--- src/rtl/result_collector.sv ---
// rtl/result_collector.sv - reassembles 3-part memout beats into results and streams them from a FIFO
//
// Purpose: during a readout frame, collects part beats 0,1,2 of each result into one
//          3*PART_W word, pushes {data, idx, last} into a show-ahead FIFO, presents the
//          head on a valid/ready stream and pulses frame_done after the last result pops.
// Ports:
//   clk, rst                 clock, synchronous active-high reset
//   start                    begins a new frame (flushes FIFO, clears flags and counters)
//   part_valid/part_idx/part_addr/part_data   incoming part beat
//   res_valid/res_ready      result stream handshake
//   res_data/res_idx/res_last  head entry {part2,part1,part0}, result index, last-of-frame
//   frame_done               1-cycle pulse after the last result is consumed
//   seq_err, ovf             sticky error flags, cleared by start or rst

module result_collector #(
    parameter int PART_W = 8,
    parameter int N_RES  = 9,
    parameter int DEPTH  = 9
) (
    input  logic                clk,
    input  logic                rst,
    input  logic                start,
    input  logic                part_valid,
    input  logic [1:0]          part_idx,
    input  logic [4:0]          part_addr,
    input  logic [PART_W-1:0]   part_data,
    output logic                res_valid,
    input  logic                res_ready,
    output logic [3*PART_W-1:0] res_data,
    output logic [3:0]          res_idx,
    output logic                res_last,
    output logic                frame_done,
    output logic                seq_err,
    output logic                ovf
);

    localparam int RES_W = 3 * PART_W;
    localparam int AW    = (DEPTH > 1) ? $clog2(DEPTH) : 1;
    localparam int CW    = $clog2(DEPTH + 1);
    localparam int PCW   = $clog2(N_RES + 1);

    typedef enum logic [1:0] {
        S_IDLE    = 2'd0,
        S_COLLECT = 2'd1,
        S_FLUSH   = 2'd2
    } state_t;

    state_t state, state_nxt;

    logic [RES_W-1:0] mem_data [DEPTH];
    logic [3:0]       mem_idx  [DEPTH];
    logic             mem_last [DEPTH];

    logic [AW-1:0]    rd_ptr, wr_ptr;
    logic [CW-1:0]    count;
    logic [PCW-1:0]   push_cnt;
    logic [1:0]       exp_part;
    logic [RES_W-1:0] asm_data;
    logic [3:0]       asm_idx;

    logic collecting, in_seq, good_beat, bad_beat;
    logic push, push_last, full, pop, wr_en, head_last, frame_done_nxt;

    function automatic logic [AW-1:0] ptr_inc(input logic [AW-1:0] p);
        return (p == AW'(DEPTH - 1)) ? '0 : p + 1'b1;
    endfunction

    // start wins over a same-cycle beat, so the beat is not even considered.
    assign collecting = (state == S_COLLECT) && part_valid && !start;
    // exp_part never holds 3, so part_idx==3 always lands in bad_beat.
    assign in_seq     = (part_idx == exp_part);
    assign good_beat  = collecting && in_seq;
    assign bad_beat   = collecting && !in_seq;
    assign push       = good_beat && (part_idx == 2'd2);
    assign push_last  = (push_cnt == PCW'(N_RES - 1));
    assign full       = (count == CW'(DEPTH));
    assign res_valid  = (count != '0);
    assign pop        = res_valid && res_ready && !start;
    // When full, a write is only safe if the head slot is leaving this same cycle.
    assign wr_en      = push && (!full || pop);
    assign head_last  = mem_last[rd_ptr];

    assign res_data   = res_valid ? mem_data[rd_ptr] : '0;
    assign res_idx    = res_valid ? mem_idx[rd_ptr]  : '0;
    assign res_last   = res_valid && head_last;

    always_comb begin
        state_nxt      = state;
        frame_done_nxt = 1'b0;
        if (start) begin
            state_nxt = S_COLLECT;
        end else begin
            case (state)
                S_IDLE:    state_nxt = S_IDLE;
                S_COLLECT: if (push && push_last) state_nxt = S_FLUSH;
                S_FLUSH: begin
                    if (pop && head_last) begin
                        state_nxt      = S_IDLE;
                        frame_done_nxt = 1'b1;
                    end
                end
                default:   state_nxt = S_IDLE;
            endcase
        end
    end

    always_ff @(posedge clk) begin
        if (rst) begin
            state      <= S_IDLE;
            frame_done <= 1'b0;
        end else begin
            state      <= state_nxt;
            frame_done <= frame_done_nxt;
        end
    end

    always_ff @(posedge clk) begin
        if (wr_en) begin
            mem_data[wr_ptr] <= {part_data, asm_data[2*PART_W-1:0]};
            mem_idx[wr_ptr]  <= asm_idx;
            mem_last[wr_ptr] <= push_last;
        end
    end

    always_ff @(posedge clk) begin
        if (rst || start) begin
            rd_ptr   <= '0;
            wr_ptr   <= '0;
            count    <= '0;
            push_cnt <= '0;
            exp_part <= 2'd0;
            asm_data <= '0;
            asm_idx  <= '0;
            seq_err  <= 1'b0;
            ovf      <= 1'b0;
        end else begin
            if (wr_en) wr_ptr <= ptr_inc(wr_ptr);
            if (pop)   rd_ptr <= ptr_inc(rd_ptr);
            case ({wr_en, pop})
                2'b10:   count <= count + 1'b1;
                2'b01:   count <= count - 1'b1;
                default: count <= count;
            endcase

            if (good_beat) begin
                case (part_idx)
                    2'd0: begin
                        asm_data[0 +: PART_W] <= part_data;
                        asm_idx               <= part_addr[3:0];
                    end
                    2'd1:    asm_data[PART_W +: PART_W] <= part_data;
                    default: asm_data[2*PART_W +: PART_W] <= part_data;
                endcase
                exp_part <= (part_idx == 2'd2) ? 2'd0 : exp_part + 2'd1;
            end else if (bad_beat) begin
                seq_err <= 1'b1;
                if (part_idx == 2'd0) begin
                    asm_data <= {{(2*PART_W){1'b0}}, part_data};
                    asm_idx  <= part_addr[3:0];
                    exp_part <= 2'd1;
                end else begin
                    asm_data <= '0;
                    exp_part <= 2'd0;
                end
            end

            // A dropped push still counts toward the frame so the FSM reaches FLUSH.
            if (push) begin
                push_cnt <= push_cnt + 1'b1;
                if (full && !pop) ovf <= 1'b1;
            end
        end
    end

endmodule

--- config.mk ---
export PLATFORM = sky130hd
export DESIGN_NAME = result_collector
export DESIGN_NICKNAME = d
export VERILOG_FILES = /design/src/rtl/result_collector.sv
export SDC_FILE = /design/constraint.sdc
export NUM_CORES = 1
export LEC_CHECK = 0
export CAP_MARGIN = 10
export CORE_ASPECT_RATIO = 0.9
export CORE_MARGIN = 3
export CORE_UTILIZATION = 55
export DETAILED_ROUTE_END_ITERATION = 6
export GPL_ROUTABILITY_DRIVEN = 0
export HOLD_SLACK_MARGIN = 0.02
export MAX_ROUTING_LAYER = met4
export PLACE_DENSITY = 0.7
export SLEW_MARGIN = 20
export SYNTH_ARGS = -nofsm -noshare
export SYNTH_HDL_FRONTEND = slang
export SYNTH_SLANG_ARGS = --single-unit
--- constraint.sdc ---
create_clock -name clk -period 6.1 [get_ports clk]
set_input_delay 1.83 -clock clk [delete_from_list [all_inputs] [get_ports clk]]
set_output_delay 1.83 -clock clk [all_outputs]
set_load 0.05 [all_outputs]
==> key figures <==
STA
  – Tmin final: 5.34 ns
  – Max-slew violation count: 0
  – Final cycle utilization of the critical path: 87.6%
  – Hold Fails Final Rpt: 0
  – Unrepaired setup endpoints after global routing: false
  – Final setup TNS: 0 ns
  – Fmax: 187 MHz
  – Final Setup Violations: 0
  – Worst slew margin: 30.9%
  – Final clock skew: 0.00954 ns
  – Worst-margin pin slew: 1.04 ns
  – Fin Hold WS: 0.479 ns

Floorplan
  – Die area: 0.0246 sq mm
  – Rows: 51
  – Initial cell density of the core: 56.9%
  – Die Y: 149 um
  – Core ar.: 0.0220 sq mm
  – Io pins: 53
  – Die Width: 165 um

Critical path
  – Worst path slowest cell: dfxtp_4
  – Crit-path cells: buf_4, mux2i_1, a21boi_0, a22oi_1, a21o_1, a21oi_1, clkdlybuf4s50_1
  – Family with the most delay on the worst path: buffers and inverters
  – Worst reg2reg path depth: 5
  – Reg2Reg Launch Point: state[1]
  – Worst path buffer plus inverter count: 2
  – Worst Path Arrival: 3.51 ns
  – Slowest Stage Delay on Critical Path: 0.85 ns
  – Flop-to-flop setup slack: 3.30 ns
  – Worst Setup End Kind: output pin
  – R2R Path End: mem_data[4][6]
  – Crit Path Class: reg2out
  – Req. time, crit path: 4.27 ns
  – CP Max Fanout: 46
  – CP startpoint kind: flip-flop

CTS
  – Clock transition at path regs: 0.06 ns
  – Setup Buffers After CTS: 0
  – CTS Buf Count: 31
  – Sink Count: 308
  – Post-cts resize count: 0
  – Clk_lat worst skew: 0.54 ns
  – Clock buffer depth: 3
  – # hold bufs at CTS: 0
  – Root Buffer: clkbuf_16
  – Htree depth: 1
  – CTS tree: yes

Global routing
  – Global route total overflow: 0
  – GRT Total Usage: 22.5%
  – Vias in the first global route: 7443
  – Initial antenna violation count: 0
  – First-pass GRT wire length: 40900 um
  – Largest net degree at the start of global routing: 47

Detailed routing
  – DR iter-0 viols: 653
  – Via/cell ratio: 5.90
  – Vias: 7182
  – Drc violations: 0
  – Final ANT Viol Nets: 0
  – Average wire per standard cell: 21.6 um
  – Router iterations before antenna repair: 5
  – Final wirelength: 26300 um

Layout
  – Multi-input combinational cell area: 0.00348 sq mm
  – Layout cell share with drive strength beyond 1: 13.5%
  – Nets@finish: 931
  – Synth-to-layout area growth: 16.2%
  – Filler cells: 1521
  – Seq. cell area: 0.00879 sq mm
  – Ant diodes: 0

Logic synthesis
  – Net count after synthesis: 870
  – Synth Flop Type: edfxtp_1
  – Async SR Flop Fraction: 0%
  – Synth Register Bits: 308
  – Synth cell types: 55
  – Seq/Total Area, Yosys: 70.1%
  – Cell count after synthesis: 841
  – Avg Synthesized Cell Area: 14.9 sq um
  – Synth Cell Area: 0.0125 sq mm
  – Post-synth EDFFs: 261
  – YS warnings: 0

Run status
  – Status: completed

Min path
  – Worst hold path startpoint: ovf
  – Worst Hold Class: reg2reg
  – Hold Path End: ovf
  – WHS Path Cells: 2

Job
  – Max-Cap Viols: 0

Power and ir drop
  – PwrDens: 299 mW/mm^2
  – Worst VDD drop: 230 uV
  – Lkg Pwr: 0.00455 uW
  – Overall power: 4350 uW

Place
  – Post-DP HPWL: 15100 um
  – Input/output buffers: 51
## state kept, by name, indices dropped and copies added (netlist names), named ones only
name and cells:
seq_err 1, asm_idx 4, mem_data 216, state 2, push_cnt 4, ovf 1, wr_ptr 4, mem_last 9
exp_part 2, count 4, asm_data 16, frame_done 1, mem_idx 36, rd_ptr 4
## Yosys cell counts (3+ instances only)
library cell,count,area (sq um)
and2_1,8,50.1
nor4_1,3,18.8
buf_6,6,67.6
nor3_1,3,15.0
a21boi_0,11,82.6
inv_1,8,30.0
ha_1,9,113
xor2_1,7,61.3
nand3_1,3,15.0
mux2i_1,64,641
nand4_1,3,18.8
buf_1,6,22.5
a21o_1,28,210
mux2_2,30,338
a22oi_1,44,330
edfxtp_1,261,7840
a21oi_1,69,345
nor2_1,44,165
dfxtp_1,47,941
a21boi_1,18,135
mux2_1,26,293
xnor2_1,3,26.3
o21ai_0,29,145
nand2_1,42,158
clkbuf_1,20,75.1
buf_2,13,65.1
## layer usage
metal / global-route usage (%) / up-vias / part of all wire (%)
met5: - / - / 0
li1: - / 3337 / -
met2: 37.4 / 207 / 50
met3: 2.86 / 53 / 6.2
met4: 6.33 / 0 / 2.5
met1: 29.4 / 3585 / 42
## final cells by class
class / count / area share (%)
clock inverter: 21 / 2.15
timing repair buffer: 75 / 5.26
multi-input combinational: 477 / 23.9
clock buffer: 36 / 5.60
sequential: 308 / 60.4
inverter: 9 / 0.232
tap: 291 / 2.50
## worst register-to-register path: stages (launching register included)
cell and delay, ns:
dfxtp_1 0.33, and4bb_1 0.45, o211ai_2 0.27, nor3b_1 0.40
and2_1 0.75, buf_12 0.29
## cell families after synthesis
logic type | after synthesis | synth area share (%)
AND/OR/NAND/NOR | 124 | 4.83
flip-flops | 308 | 70.1
buffers and inverters | 56 | 2.23
adder cells (fa/ha/maj) | 9 | 0.899
AO/OA/AOI/OAI | 213 | 10.9
multiplexers | 121 | 10.3
XOR/XNOR | 10 | 0.699
## cell usage in the layout (no fill, tap or decap), types with 9 or more instances in the layout
| cell | n |
|---|---|
| mux2i_1 | 64 |
| a22oi_1 | 44 |
| clkinv_2 | 9 |
| a21oi_1 | 69 |
| a21boi_1 | 18 |
| clkdlybuf4s50_1 | 51 |
| a21o_1 | 28 |
| edfxtp_1 | 261 |
| nor2_1 | 44 |
| clkbuf_16 | 31 |
| mux2_2 | 30 |
| nand2_1 | 42 |
| buf_4 | 18 |
| mux2_1 | 26 |
| dfxtp_1 | 43 |
| a21boi_0 | 11 |
| o21ai_0 | 29 |
| ha_1 | 9 |
## per-stage QoR
step | cells | setup slack (ns) | cell area [sq um] | utilization, %
floorplan | 841 | 0.422 | 12500 | -
global placement | 1160 | 1.33 | 13400 | 61.0
detailed placement | 1160 | 1.27 | 13400 | 61.0
CTS | 1217 | 0.719 | 14600 | 66.1
global route | 1217 | 0.531 | 14600 | 66.1
finish | 1217 | 0.757 | 14600 | 66.1
## worst max-delay path by stage
stage	endpoint	slack (ns)	cells past startpoint
floorplan	mem_data[0][0]	0.42	4
global placement	res_data[8]	1.33	7
detailed placement	mem_data[4][13]	1.27	6
CTS	res_data[11]	0.72	7
global route	res_data[8]	0.53	7
finish	res_data[11]	0.76	7
## where the power goes
part           switching (uW)  internal (uW)  leakage [uW]
clock network             761           1290      0.000554
logic                    23.8           14.6       0.00153
registers                1.33           2260       0.00247
Power figures use the tool's default switching activity.
==> edit 1 (same settings) <==
Compare `count` against `CW'(DEPTH)` with >= in place of ==.
--- a/src/rtl/result_collector.sv
+++ b/src/rtl/result_collector.sv
@@ -73,7 +73,7 @@
     assign bad_beat   = collecting && !in_seq;
     assign push       = good_beat && (part_idx == 2'd2);
     assign push_last  = (push_cnt == PCW'(N_RES - 1));
-    assign full       = (count == CW'(DEPTH));
+    assign full       = (count >= CW'(DEPTH));
     assign res_valid  = (count != '0);
     assign pop        = res_valid && res_ready && !start;
     // When full, a write is only safe if the head slot is leaving this same cycle.
Check against the original RTL: same outputs for any inputs over 4 cycles, from zero or initial values and one cycle with rst high; that may be too few to reach the edited logic, so the function may still have changed.
==> edit 1 against the original RTL <==
Count of clock-buffer cells in the layout is 3 higher. Cell area is 1.7% lower. Final cell count is 2.3% lower. Total power is 4.9% lower. Via count is 1.4% lower. First-iteration DRC count is 15% lower. Setup slack better by 170 ps. Area after synthesis is 0.54% lower. Sequential cell count stayed put. Wire length is 3.4% lower. Largest power group unchanged.
==> edit 1: results <==
[status]
status = "finished, final reports clean"

[drt]
detail_route.wl_per_cell_um = 21.4
wl_met1_um = 11400
drt_iter0_drc = 555
via_per_inst = 5.95
met3_wirelength_um = 1180
wl_met2_um = 12200

[logic_synthesis]
synth.top_cells.by_area = "edfxtp_1 (63%), dfxtp_1 (7.6%), mux2i_1 (5.2%), mux2_2 (5.1%), a21oi_1 (2.8%)"
synthDominantCellAreaShare = 0.629
seq_area_frac_synth = 0.705
synthTopCellsByCount = "edfxtp_1 (261), a21oi_1 (69), mux2i_1 (65)"
synth.distinct_cells = 51
ys_async_sr_fraction = 0
synth_cells = 821
syn_nets = 852

[clocking]
clk_pin_slew_ps = 60
root_buffer = "clkbuf_16"
clockBufferDepth = 3
cts_buffers = 30

[timing]
final.setup.tns_ps = 0
maxSlewHeadroom = 0.373
skew_ps = 8.81

[power]
vdd_ir_drop_max_uv = 282
power.leakage_nw = 4.09

[global_routing]
grt_pass1_wl_um = 40000
gr-usage-all-layers = 0.218
grt_pass1_vias = 7190
grt_max_degree = 52

[critical_path]
r2r_start = "count[0]"
worstPathArrival_ps = 3350
path_max_fanout = 29
crit_type = "reg2out"

[place]
dp_hpwl_um = 14100
dp.cells = 1133

[finish]
nets = 905
stdcell_count = 1189
nFillCells = 1559
drive_gt1_frac = 0.156
num_antenna_cells = 0

[min_path]
worstHoldStart = "ovf"
==> edit 1: per-stage QoR <==
stage / power (mW) / setup slack [ps] / area, um^2
after floorplan: 2.32 / 245 / 12500
after CTS: 4.17 / 873 / 14300
final: 4.14 / 925 / 14300
after global routing: 4.26 / 741 / 14300
after global placement: 2.34 / 1470 / 13300
after detailed placement: 2.34 / 1470 / 13300
==> edit 1: path summary, 6_finish.rpt <==
path	to	slack, ps	depth (start not counted)
max	res_data[4]	920	4
min	ovf	460	2
max reg2reg	count[3]	3220	10
min reg2reg	ovf	460	2
==> edit 1: power breakdown <==
part           switching [mW]  total [mW]  internal, mW
Combinational          0.0225      0.0361        0.0136
Clock                   0.752        1.84          1.09
Sequential            0.00134        2.26          2.26
==> edit 1: routing by layer <==
layer  track usage  up-vias
met4        0.0566        0
met1         0.308     3522
li1              -     3284
met5             -        -
met3        0.0272       56
met2         0.343      216
==> edit 1: cell families (layout without fill, tap and decap cells) <==
family,after synthesis,after routing,share of synthesized area
compound gates,213,213,0.111
xor+xnor,7,7,0.00492
fa+ha+maj,11,11,0.0116
flops,308,308,0.705
buf+inv,65,142,0.0226
simple gates,94,94,0.0385
mux,123,123,0.106
==> edit 1: area by class of cell <==
cell class | instances | area (um^2) | share of cell area
tap | 291 | 364 | 0.0255
sequential | 308 | 8780 | 0.614
clock buffer | 39 | 836 | 0.0584
inverter | 17 | 63.8 | 0.00446
timing repair buffer | 69 | 671 | 0.0469
clock inverter | 17 | 164 | 0.0115
multi-input combinational | 448 | 3420 | 0.239
==> edit 1: critical path: stages, from the launching register on <==
cell and delay (ps):
dfxtp_1 360, clkinv_1 720, buf_4 550, a21oi_1 300, clkdlybuf4s50_1 860
==> edit 2 (same settings) <==
Made on the original files. Change the parameter `PART_W` from 8 to 9.
--- a/src/rtl/result_collector.sv
+++ b/src/rtl/result_collector.sv
@@ -13,7 +13,7 @@
 //   seq_err, ovf             sticky error flags, cleared by start or rst
 
 module result_collector #(
-    parameter int PART_W = 8,
+    parameter int PART_W = 9,
     parameter int N_RES  = 9,
     parameter int DEPTH  = 9
 ) (
Ports: changed (resized part_data and res_data); port bits go from 53 to 57. No check against the original RTL was run, so the function may have changed too.
==> edit 2 against the original RTL <==
Via count is 4.5% lower. Cell area rose by 3.7%. Fmax rose by 1.2%. Highest routed layer unchanged. Hold slack gained 4.3 ps. Area after synthesis up 4.7%. Die area rose by 4.5%. Wire length rose by 1.4%. Total power grew 5.0%. Largest cell class unchanged. First-iteration DRC count down 8.3%. Setup slack better by 62 ps. Sequential cell count rose by 29.
==> edit 2: results <==
[status]
status = "finished, final reports clean"

[logic_synthesis]
synth.distinct_cells = 51
synth_xor_area_frac = 0.00668
synth_adder_area_share = 0.00858
synth_edf_count = 288
synth_mux_area_frac = 0.138
seq_area_frac_synth = 0.734
synth.top_cells.by_area = "edfxtp_1 (66%), mux4_2 (11%), dfxtp_1 (7.5%), nor2_1 (3.1%), mux2i_1 (3.0%)"
synth-compound-area-share = 0.0368
synthTopCellsByCount = "edfxtp_1 (288), nor2_1 (107), mux4_2 (63)"
syn_nets = 773

[critical_path]
path_max_fanout = 30
reg2reg_to = "mem_idx[5][2]"
cp-endpoint = "res_data[19]"
r2r_slack_ps = 3510

[drt]
via_per_inst = 6.02
drt_wl_total_um = 26600
drt_iter0_drc = 599

[global_routing]
grt_use_met1 = 0.304
met2_usage = 0.350
grt_pass1_wl_um = 41800
grt_max_degree = 36

[finish]
nets = 849
drive_gt1_frac = 0.177
top_regs = "mem_data (243), mem_idx (36), asm_data (18)"

[clocking]
insertion_delay_ps = 510
h-tree-depth = 2

[timing]
worst_slew_pin_slew_ps = 976

[place]
placed_area_um2 = 14000
io_buffers = 55

[power]
vdd_ir_drop_max_uv = 217
## edit 2: cell count changes in the layout (fill, tap and decap cells not counted), moves of 6 or more
| cell | unedited run | this run |
|---|---|---|
| a21oi_1 | 69 | 43 |
| mux4_2 | 1 | 63 |
| nand2_1 | 42 | 14 |
| a21boi_0 | 11 | 1 |
| nor2_1 | 44 | 107 |
| a21o_1 | 28 | 0 |
| mux2_1 | 26 | 0 |
| a21boi_1 | 18 | 0 |
| edfxtp_1 | 261 | 288 |
| mux2_2 | 30 | 0 |
| buf_12 | 6 | 0 |
| o21ai_0 | 29 | 1 |
| mux2i_1 | 64 | 39 |
| a22oi_1 | 44 | 18 |
## edit 2: layer usage
| metal | up-vias | share of wire |
|---|---|---|
| li1 | 3043 | - |
| met3 | 35 | 0.062 |
| met4 | 0 | 0.016 |
| met2 | 221 | 0.50 |
| met5 | - | 0 |
| met1 | 3559 | 0.42 |
## edit 2: cells by family after synthesis
| family | count (synthesis) |
|---|---|
| AO/OA/AOI/OAI | 78 |
| XOR/XNOR | 10 |
| adder cells (fa/ha/maj) | 9 |
| buffers and inverters | 47 |
| flip-flops | 337 |
| multiplexers | 102 |
| AND/OR/NAND/NOR | 160 |
## edit 2: worst min path at each step
stage | cells past startpoint | slack (ps) | to
floorplan | 2 | 460 | frame_done
global placement | 2 | 460 | ovf
detailed placement | 2 | 470 | seq_err
CTS | 2 | 490 | seq_err
global route | 2 | 530 | seq_err
finish | 2 | 480 | seq_err
## edit 2: through the flow
step	worst slack, ps	instances	power, mW	hold slack (ps)
2_1_floorplan	127	743	2.54	456
3_3_place_gp	1260	1080	2.56	458
3_5_place_dp	1260	1080	2.57	472
4_1_cts	718	1140	4.60	491
5_1_grt	508	1140	4.70	535
6_report	819	1140	4.57	484
## edit 2: report_power, final
part	total [mW]	internal, mW	switching [mW]	leakage [nW]
Combinational	0.0410	0.0152	0.0257	1.48
Sequential	2.48	2.47	0.00141	2.70
Clock	2.05	1.23	0.820	0.546
## edit 2: layout make-up
type	instances	area, um^2	area share
Clock inverter	18	191	0.0127
Sequential cell	337	9640	0.638
Multi-Input combinational cell	359	3240	0.214
Inverter	10	37.5	0.00249
Tap cell	297	372	0.0246
Clock buffer	42	912	0.0604
Timing Repair Buffer	77	716	0.0474
## edit 2: worst max-delay path, stage by stage (launching register included)
cell and delay (ps):
dfxtp_4 750, buf_4 430, mux4_2 540, mux2i_1 140, nor2_1 50, a21oi_1 240
nor2_1 70, clkdlybuf4s50_1 720
